## src/rtl/even_decoder.sv

```systemverilog
// even_decoder
//   Registered even/odd classifier and one-hot decoder for a W-bit unsigned
//   sample. Each accepted sample (in_valid=1) is flagged even/odd, decoded to
//   one-hot and, if even, counted. All outputs are registered with a latency
//   of one clock.
//
//   Optional feature macro: EVEN_DECODER_PARITY_EN
//     defined   -> parity registers ^a on accept, holds when idle.
//     undefined -> parity is tied to 0 and no parity register exists.
//
// Ports
//   clk       : system clock, rising edge
//   rst_n     : synchronous active-low reset (priority over everything)
//   a         : W-bit unsigned sample
//   in_valid  : a is valid this cycle
//   clr_cnt   : synchronous clear of even_cnt (wins over increment)
//   y         : even flag of last accepted sample
//   odd       : odd flag of last accepted sample
//   out_valid : one-cycle pulse after each accepted sample
//   onehot    : 1 << last accepted a (zero before the first accept)
//   parity    : XOR-reduction of last accepted a (or 0, see macro)
//   even_cnt  : saturating count of accepted even samples
module even_decoder #(
  parameter int W     = 4,
  parameter int CNT_W = 8
) (
  input  logic                 clk,
  input  logic                 rst_n,
  input  logic [W-1:0]         a,
  input  logic                 in_valid,
  input  logic                 clr_cnt,
  output logic                 y,
  output logic                 odd,
  output logic                 out_valid,
  output logic [(1<<W)-1:0]    onehot,
  output logic                 parity,
  output logic [CNT_W-1:0]     even_cnt
);

  localparam int N = 1 << W;
  localparam logic [N-1:0]     ONE     = N'(1);
  localparam logic [CNT_W-1:0] CNT_MAX = {CNT_W{1'b1}};

  // Only bit 0 decides even/odd.
  logic is_even;
  assign is_even = ~a[0];

  always_ff @(posedge clk) begin
    if (!rst_n) begin
      y         <= 1'b0;
      odd       <= 1'b0;
      out_valid <= 1'b0;
      onehot    <= '0;
    end else begin
      out_valid <= in_valid;
      if (in_valid) begin
        y      <= is_even;
        odd    <= a[0];
        onehot <= ONE << a;
      end
    end
  end

  // Clear beats a coincident even accept; count pins at all-ones.
  always_ff @(posedge clk) begin
    if (!rst_n)
      even_cnt <= '0;
    else if (clr_cnt)
      even_cnt <= '0;
    else if (in_valid && is_even && (even_cnt != CNT_MAX))
      even_cnt <= even_cnt + CNT_W'(1);
  end

`ifdef EVEN_DECODER_PARITY_EN
  always_ff @(posedge clk) begin
    if (!rst_n)
      parity <= 1'b0;
    else if (in_valid)
      parity <= ^a;
  end
`else
  assign parity = 1'b0;
`endif

endmodule

```

## config.mk

```make
export PLATFORM = sky130hd
export DESIGN_NAME = even_decoder
export DESIGN_NICKNAME = d
export VERILOG_FILES = /design/src/rtl/even_decoder.sv
export SDC_FILE = /design/constraint.sdc
export NUM_CORES = 1
export LEC_CHECK = 0
export CAP_MARGIN = 20
export CORE_MARGIN = 10
export CORE_UTILIZATION = 40
export DETAILED_ROUTE_END_ITERATION = 10
export PLACE_DENSITY_LB_ADDON = 0.08
export SYNTH_ARGS = -nofsm -noshare
export SYNTH_HDL_FRONTEND = slang
export SYNTH_SLANG_ARGS = --single-unit
```

## constraint.sdc

```tcl
create_clock -name clk -period 2.1 [get_ports clk]
set_input_delay 0.42 -clock clk [delete_from_list [all_inputs] [get_ports clk]]
set_output_delay 0.42 -clock clk [all_outputs]
set_load 0.1 [all_outputs]
```

==> results of run 1 <==
==> stage by stage <==
step | utilization (%) | area [um^2] | cells | setup slack (ns) | hold slack (ns)
finish | 53.1 | 1650 | 216 | 0.528 | 0.491
global placement | 52.2 | 1620 | 212 | 0.234 | 0.467
detailed placement | 52.2 | 1620 | 212 | 0.174 | 0.477
CTS | 53.1 | 1650 | 216 | 0.517 | 0.498
global route | 53.1 | 1650 | 216 | 0.457 | 0.505
floorplan | - | 1320 | 141 | 0.0382 | 0.594
==> cell type report <==
type	instances	area (um^2)	share of cell area (%)
multi-input cells	100	701	42.5
clock buffers	3	22.5	1.37
inverters	4	15.0	0.910
clock inverters	1	7.51	0.455
well taps	44	55.1	3.34
repair buffers	37	308	18.7
flip-flops and latches	27	541	32.8
==> power by group through the flow <==
| stage | combinational (W) | clock, W | sequential (W) |
|---|---|---|---|
| 3_3_place_gp | 0.000163 | 0 | 0.000537 |
| 5_1_grt | 0.000174 | 0.000269 | 0.000528 |
| 6_report | 0.000163 | 0.000235 | 0.000526 |
| 3_5_place_dp | 0.000164 | 0 | 0.000537 |
| 2_1_floorplan | 0.0000631 | 0 | 0.000598 |
| 4_1_cts | 0.000164 | 0.000244 | 0.000527 |
==> sequential cells by signal, summed over array words and instances, names as in the netlist <==
name       flops
odd            1
onehot        16
out_valid      1
even_cnt       8
y              1
==> per-layer routing <==
layer / wire, um / vias up
li1: - / 554
met2: 1300 / 21
met5: 0 / -
met3: 192 / 2
met1: 1540 / 528
met4: 19 / 0
==> worst max-delay path: cells and delay by family <==
kind	cells	cell delay [ns]
AND/OR/NAND/NOR	1	0.31
buffers and inverters	1	0.63
AO/OA/AOI/OAI	2	0.43
==> Yosys cell counts <==
library cell	n
nand4b_4	2
conb_1	1
buf_1	1
inv_1	4
mux2i_1	5
nor4_1	1
buf_2	1
a21boi_0	16
nand2_1	7
o41ai_1	1
a41oi_2	1
and4_1	2
buf_6	2
nor2b_1	8
a21oi_1	3
ha_1	1
nand4_1	7
or2_0	1
nand3_1	11
o21bai_1	2
nor2_1	3
and3_1	1
a31oi_1	1
clkbuf_1	3
o311a_1	1
buf_4	3
nor3_1	1
and2_1	1
dfxtp_1	27
a211oi_1	1
a211oi_2	1
and3_2	1
a311oi_2	1
nand2b_1	19
==> path summary, 6_finish.rpt <==
| kind | start | end | slack [ns] |
|---|---|---|---|
| max | a[0] | even_cnt[6] | 0.53 |
| min | onehot[0] | onehot[0] | 0.49 |
| max reg2reg | even_cnt[0] | even_cnt[1] | 0.61 |
| min reg2reg | onehot[0] | onehot[0] | 0.49 |
==> kinds of logic after synthesis <==
family / Yosys count / synth area share, %
DFF: 27 / 40.9
AOI/OAI and AO/OA: 28 / 17.1
buffers and inverters: 14 / 6.06
other: 1 / 0.284
muxes: 5 / 3.79
and+or+nand+nor: 65 / 30.9
adders and majority gates: 1 / 0.947
==> results.md, run 1 <==
* Htree depth at 1
* CTS tree: done
* Root Driver: clkbuf_4
* CTS Buf Count at 3
* Psw at around 0.00028 W
* Die Height at approximately 77 um
* Max-slew violations at 0
* Seq/Total Area, Yosys at between 40% and 50%
* Hold path depth at 2
* RD Place Congestion at 0.774
* Most used routing layer: met2
* Diode count at 0
* Vias post-DR at approximately 1,100
* Max-Cap Viols at 0
* Drt drc at 0
* Post CTS Setup Buffer Count at 0
* Tightest Hold Check Type: reg -> reg
* Flop pwr share at 57.0%
* Port Buffers at 34
* Top-area cell type share of the netlist area at 40.9%
* Met3 Use GR at between 3 and 4%
* CTS resizes at 0
* DR vias/cell at 5.12
* Clock skew at just over 0.0004 ns
* Most common cell after layout, fill and taps aside: buf_4
* Leading area contributor after synthesis: dfxtp_1
* Vias in the first global route at roughly 1,100
* Final setup fails at 0
* Layout area overhead at 24.8%
* Worst vdd ir at ~0.00028 V
* Post-Syn Nets at 150
* Final worst-path cycle share at ~75%
* Total Wirelength at between 3000 and 4000 um
* Mapped Cells at approximately 140
* Ports at 36
* Worst setup EP type: flop
* Power Density at approximately 560 nW/um^2
* RSZ-0062 raised after global routing: no
* DR pass1 iterations at 4
* Crit-path cells: clkdlybuf4s50_1, nand4b_4, o41ai_1, a21oi_1
* Post-synth cell types at 34
* Post-route ant nets at 0
* Synth Register Bits at 27
* Fill count at between 300 and 400
* GRT Total Usage at between 10 and 15%
* Int Pwr at 0.000642 W
* Largest net degree at the start of global routing at 35
* Initial antenna violation count at 0
* Clock network power share at 25.4%
* Core ar. at around 3100 um^2
* Met2 Resource Use GR at between 10% and 20%
* Outcome: finished clean
* Synth area leaders: dfxtp_1, a21boi_0, nand2b_1
* First-pass GRT wire length at ~5200 um
* Yosys warnings at 0
* Crit-path slowest cell: clkdlybuf4s50_1
* Clock transition at the registers of the reported paths at between 0.15 and 0.2 ns
* First-iteration detailed-routing DRC count at 74
* Reg2Reg Depth at 4
* Die footprint at roughly 6000 um^2
* Worst Path Max Fanout at 12
* Max frequency at between 600 and 700 MHz
* Routed len/inst at roughly 14 um
* Worst skew pair latency at 0.32 ns
* Avg Synthesized Cell Area at 9.37 um^2
* CTS max path bufs at 2
* Synth Cell Area at between 1000 and 1500 um^2
* Layout cells sized above 1 at 23.3%
* Slowest cell delay on critical path at 0.63 ns
* P_leak at ~0.63 nW
* Grt ovf at 0
* CTS Sinks at 27
* Overall power at 0.000924 W
* Comb pwr share at 17.7%
* Period minus WS final at ~1.6 ns
* Hold violation total from the final report at 0
* Hold_buf cts at 0
* Most frequent cells in the layout: buf_4, dfxtp_1, nand2b_1, a21boi_0, nand3_1
* Nets@finish at 182
* Met1 Track Usage GR at between 10% and 20%
* Crit path DAT at ~1.8 ns
* Launching element type of the critical path: input pin
* Std-Cell Rows at 20
* CP Class: in -> reg
* Die extent in x at between 70 and 80 um
* Starting Density at between 40% and 50%
* WP data required at ~2.3 ns
* Switching Fraction at a little under a third
* Post-detail-place hpwl at between 2000 and 2500 um
* Sum of negative setup slack at 0 ns
(Power assumes the default switching activity.)
==> inputs of run 2 (changes only) <==
- clock period: 2.1 -> 1.35 ns (I/O delays scaled with it)
==> run 2 against run 1 <==
Cell count rose by 4.2%. Total power rose by 61%. Global-route usage is 0.30 points higher. Worst setup slack got worse by 0.48 ns. Via count rose by 3.9%. Critical path depth shrank 1. Core utilization increased by 15 points. Critical path type is now reg -> reg. Largest power group unchanged.
==> results.md, run 2 (same netlist as run 1, synthesis figures left out) <==
* Reg2Reg Setup Slack at roughly 0.052 ns
* Core ar. at between 3000 and 4000 um^2
* Grt ovf at 0
* CTS tree: done
* WP data required at ~1.6 ns
* Worst skew pair latency at 0.33 ns
* Tightest Hold Check Type: reg -> reg
* CTS Sinks at 27
* Placed cell area at around 2100 um^2
* Reg2Reg Launch Point: even_cnt[4]
* Clock skew at between 0.001 and 0.0015 ns
* Worst hold start: even_cnt[4]
* Worst Path Max Fanout at 6
* Final worst-path cycle share at between 90% and 100%
* Nets@finish at approximately 190
* DR pass1 iterations at 4
* Met1 Track Usage GR at roughly an eighth
* Post-detail-place hpwl at 2500 um
* Max-slew violations at 0
* Die footprint at about 6000 um^2
* Hold violation total from the final report at 0
* Most frequent cells in the layout: buf_12, nand2b_1, dfxtp_1, a21boi_0
* First-iteration detailed-routing DRC count at 42
* PnR worst setup slack at between 0.05 and 0.06 ns
* Port Buffers at 34
* Outcome: finished clean
* Fin cells at 225
* Register with the most flip-flops: onehot
* Htree depth at 1
* Ports at 36
* CP Class: reg -> reg
* Drt drc at 0
* Launching element type of the critical path: flop
* Largest net degree at the start of global routing at 35
* CTS Buf Count at 3
* Starting Density at 42.6%
* Root Driver: clkbuf_4
* Period minus WS final at 1.30 ns
* Max frequency at 770 MHz
* Post-route ant nets at 0
* Sum of negative setup slack at 0 ns
* Met3 Use GR at 4.15%
* Hold_buf cts at 0
* Reg2Reg Depth at 3
* Worst setup EP type: flop
* RD Place Congestion at between 0.8 and 0.9
* Most common cell after layout, fill and taps aside: buf_12
* Post CTS Setup Buffer Count at 0
* Total Wirelength at around 3300 um
* Std-Cell Rows at 20
* Most used routing layer: met2
* Die Height at roughly 77 um
* Max reg flops at 16
* Largest regs: onehot: 16 flops, even_cnt: 8 flops
* GRT Total Usage at about a tenth
* Diode count at 0
* Layout cells sized above 1 at between 30% and 40%
* Power Density at 707 nW/um^2
* Vias in the first global route at 1,146
* First-pass GRT wire length at 5290 um
* Hold Path End: even_cnt[4]
* Crit path DAT at 1.55 ns
* Dpl cells at ~220
* Clock transition at the registers of the reported paths at around 0.15 ns
* Initial antenna violation count at 0
* Final design area excluding fillers at between 2000 and 2500 um^2
* RSZ-0062 raised after global routing: no
* Layout area overhead at 59.7%
* Hold slack at 0.522 ns
* CTS max path bufs at 2
* Hold path depth at 2
* Routed len/inst at ~14 um
* DR vias/cell at between 5 and 6
* Worst slack, placed at -0.322 ns
* Die extent in x at 77.5 um
* P_leak at 0.757 nW
* Worst vdd ir at a little over 0.0004 V
* Max-Cap Viols at 0
* Vias post-DR at 1,148
* Met2 Resource Use GR at between 15 and 20%
* Reg-to-Reg End: even_cnt[7]
* Final setup fails at 0
==> run 2: changes by cell type in the layout (fill, tap and decap cells not counted), moves of 8 or more <==
cell,change
buf_12,+27
buf_4,-18
dfxtp_1,-8
dfxtp_4,+8
==> run 2: final cells by class <==
type                    count  area [um^2]
clock buffers               4         26.3
fillers                   259          993
inverters                   4         15.0
multi-input cells         100          729
flip-flops and latches     27          571
well taps                  44         55.1
repair buffers             46          713
==> run 2: power breakdown <==
part | switching, W | internal (W)
combinational | 0.000184 | 0.000128
sequential | 0.0000159 | 0.000795
clock | 0.000252 | 0.000116
==> run 2: stage by stage <==
stage | total power, W | util, %
6_report | 0.00149 | 68.0
5_1_grt | 0.00155 | 68.0
4_1_cts | 0.00150 | 67.6
3_5_place_dp | 0.00114 | 66.8
3_3_place_gp | 0.00114 | 66.8
2_1_floorplan | 0.00101 | -
==> run 2: what timing repair did <==
item | 4_1_cts | 5_1_grt
endpoints found under the hold margin | 0 | 0
endpoints found under the setup margin | 0 | 2
resized for setup | 0 | 2
==> run 2: worst max-delay path, cell delays in order, from the launching register on <==
cell	delay, ns
dfxtp_4	0.41
and4_1	0.39
a41oi_2	0.18
a311oi_2	0.24
==> run 2: worst max-delay path by stage <==
stage | end | from | slack (ns)
floorplan | even_cnt[6] | even_cnt[1] | -0.02
global placement | even_cnt[6] | a[0] | -0.21
detailed placement | even_cnt[6] | a[0] | -0.32
CTS | even_cnt[6] | a[0] | 0.04
global route | even_cnt[6] | a[0] | 0.007
finish | even_cnt[7] | even_cnt[4] | 0.05
==> run 2: metal layers <==
| metal | share of wire (%) | vias up |
|---|---|---|
| met1 | 46 | 533 |
| met2 | 46 | 29 |
| li1 | - | 582 |
| met5 | 0 | - |
| met3 | 7.3 | 4 |
| met4 | 1.4 | 0 |
==> inputs of run 3 (changes only) <==
- DONT_BUFFER_PORTS: default -> 1
==> run 3 against run 2 <==
Largest power group unchanged. Largest cell class unchanged. Via count down 8.7%. Global-route usage down 0.35 points. Sequential cell count did not move. Maximum frequency up 0.49%.
==> results.md, run 3 (same netlist as run 1, synthesis figures left out) <==
* Outcome: finished clean
* Crit path DAT at between 1 and 1.5 ns
* Most used routing layer: met2
* Ports at 36
* Core ar. at between 3000 and 4000 um^2
* Grt ovf at 0
* Total Wirelength at a little over 3000 um
* Crit-path cells: buf_4
* Tightest Hold Check Type: in -> reg
* Max-Cap Viols at 0
* Post-detail-place hpwl at around 2300 um
* Largest regs: onehot: 16 flops, even_cnt: 8 flops
* Most common cell after layout, fill and taps aside: buf_4
* Fin cells at between 200 and 250
* Routed len/inst at between 10 and 15 um
* Hold violation total from the final report at 0
* Met1 Track Usage GR at a little over an eighth
* CP Class: reg -> out
* Final setup fails at 0
* Vias in the first global route at 1,022
* Clock skew at 0.00221 ns
* Starting Density at between 40% and 50%
* Root Driver: clkbuf_4
* CP bufs+invs at 1
* PnR worst setup slack at between 0.05 and 0.06 ns
* Final Util at between 50% and 60%
* Dpl cells at 203
* Hold_buf cts at 0
* Max-slew violations at 0
* Register with the most flip-flops: onehot
* Max frequency at slightly below 800 MHz
* CTS max path bufs at 2
* Worst setup EP type: primary output
* RSZ-0062 raised after global routing: no
* Layout area overhead at 21.6%
* Drt drc at 0
* Die extent in x at 77.5 um
* DR vias/cell at 5.06
* Max reg flops at 16
* Die footprint at approximately 6000 um^2
* First-iteration detailed-routing DRC count at 63
* First-pass GRT wire length at 5100 um
* Htree depth at 1
* Initial antenna violation count at 0
* Post-route ant nets at 0
* Largest net degree at the start of global routing at 40
* Sum of negative setup slack at 0 ns
* Met2 Resource Use GR at 14.9%
* Post CTS Setup Buffer Count at 0
* Diode count at 0
* Layout cells sized above 1 at approximately 29%
* Power Density at between 800 and 900 nW/um^2
* Period minus WS final at between 1 and 1.5 ns
* Worst Path Max Fanout at 7
* DR pass1 iterations at 4
* Std-Cell Rows at 20
* Nets@finish at 173
* Launching element type of the critical path: flop
* CP top delay family: flip-flops
* Worst slack, placed at between 0.09 and 0.1 ns
* Crit-path slowest cell: dfxtp_4
* Clock transition at the registers of the reported paths at ~0.14 ns
* Vias post-DR at around 1,000
* Met3 Use GR at about 4.4%
* Most frequent cells in the layout: buf_4, nand2b_1, dfxtp_1, a21boi_0, nand3_1
* CTS tree: done
* GRT Total Usage at 10.1%
* Slowest cell delay on critical path at approximately 0.41 ns
* CTS Sinks at 27
* Final worst-path cycle share at a little over nine tenths
* P_leak at 0.598 nW
* RD Place Congestion at about 0.8
* WP data required at around 1.1 ns
* Worst vdd ir at between 0.0004 and 0.0005 V
* Port Buffers at 0
* Worst skew pair latency at 0.31 ns
* CTS Buf Count at 3
* Die Height at between 70 and 80 um
[run 3: cell count changes in the layout (fill, tap and decap cells not counted)]
| cell | previous run | this run |
|---|---|---|
| buf_6 | 0 | 3 |
| a21oi_1 | 2 | 3 |
| buf_4 | 11 | 25 |
| clkdlybuf4s50_1 | 7 | 0 |
| o41ai_1 | 0 | 1 |
| buf_12 | 28 | 0 |
| a21oi_2 | 1 | 0 |
| o41ai_2 | 1 | 0 |
[run 3: path summary, 6_finish.rpt]
check / from / endpoint / slack, ns / cells past startpoint
max reg2reg: even_cnt[1] / even_cnt[1] / 0.07 / 4
min reg2reg: onehot[13] / onehot[13] / 0.49 / 2
max: even_cnt[7] / even_cnt[7] / 0.06 / 1
min: in_valid / out_valid / 0.07 / 1
[run 3: cell type report]
class / count / area (um^2)
Fill cell: 309 / 1500
Multi-Input combinational cell: 100 / 718
Sequential cell: 27 / 571
Timing Repair Buffer: 28 / 221
Tap cell: 44 / 55.1
Clock buffer: 4 / 26.3
Inverter: 4 / 15.0
[run 3: repair_timing]
action	CTS	global route
hold endpoints to repair	0	0
setup endpoints to repair	0	3
gates resized for setup	0	3
[run 3: through the flow]
step	cell area (um^2)	hold slack [ns]	power (W)
6_report	1610	0.0743	0.00135
5_1_grt	1610	0.0411	0.00142
4_1_cts	1600	0.0531	0.00136
3_5_place_dp	1570	0.401	0.00102
3_3_place_gp	1570	0.399	0.00102
2_1_floorplan	1370	0.444	0.00101
[run 3: layer usage]
| layer | vias to the layer above | wire (um) |
|---|---|---|
| met5 | - | 0 |
| met2 | 25 | 1350 |
| met4 | 0 | 21 |
| met3 | 2 | 221 |
| met1 | 480 | 1470 |
| li1 | 541 | - |
[run 3: power by group]
| group | total [W] | switching, W | internal, W | leakage (nW) |
|---|---|---|---|---|
| registers | 0.000802 | 0.00000695 | 0.000795 | 0.225 |
| clock network | 0.000351 | 0.000235 | 0.000115 | 0.0150 |
| logic | 0.000198 | 0.000142 | 0.0000559 | 0.357 |
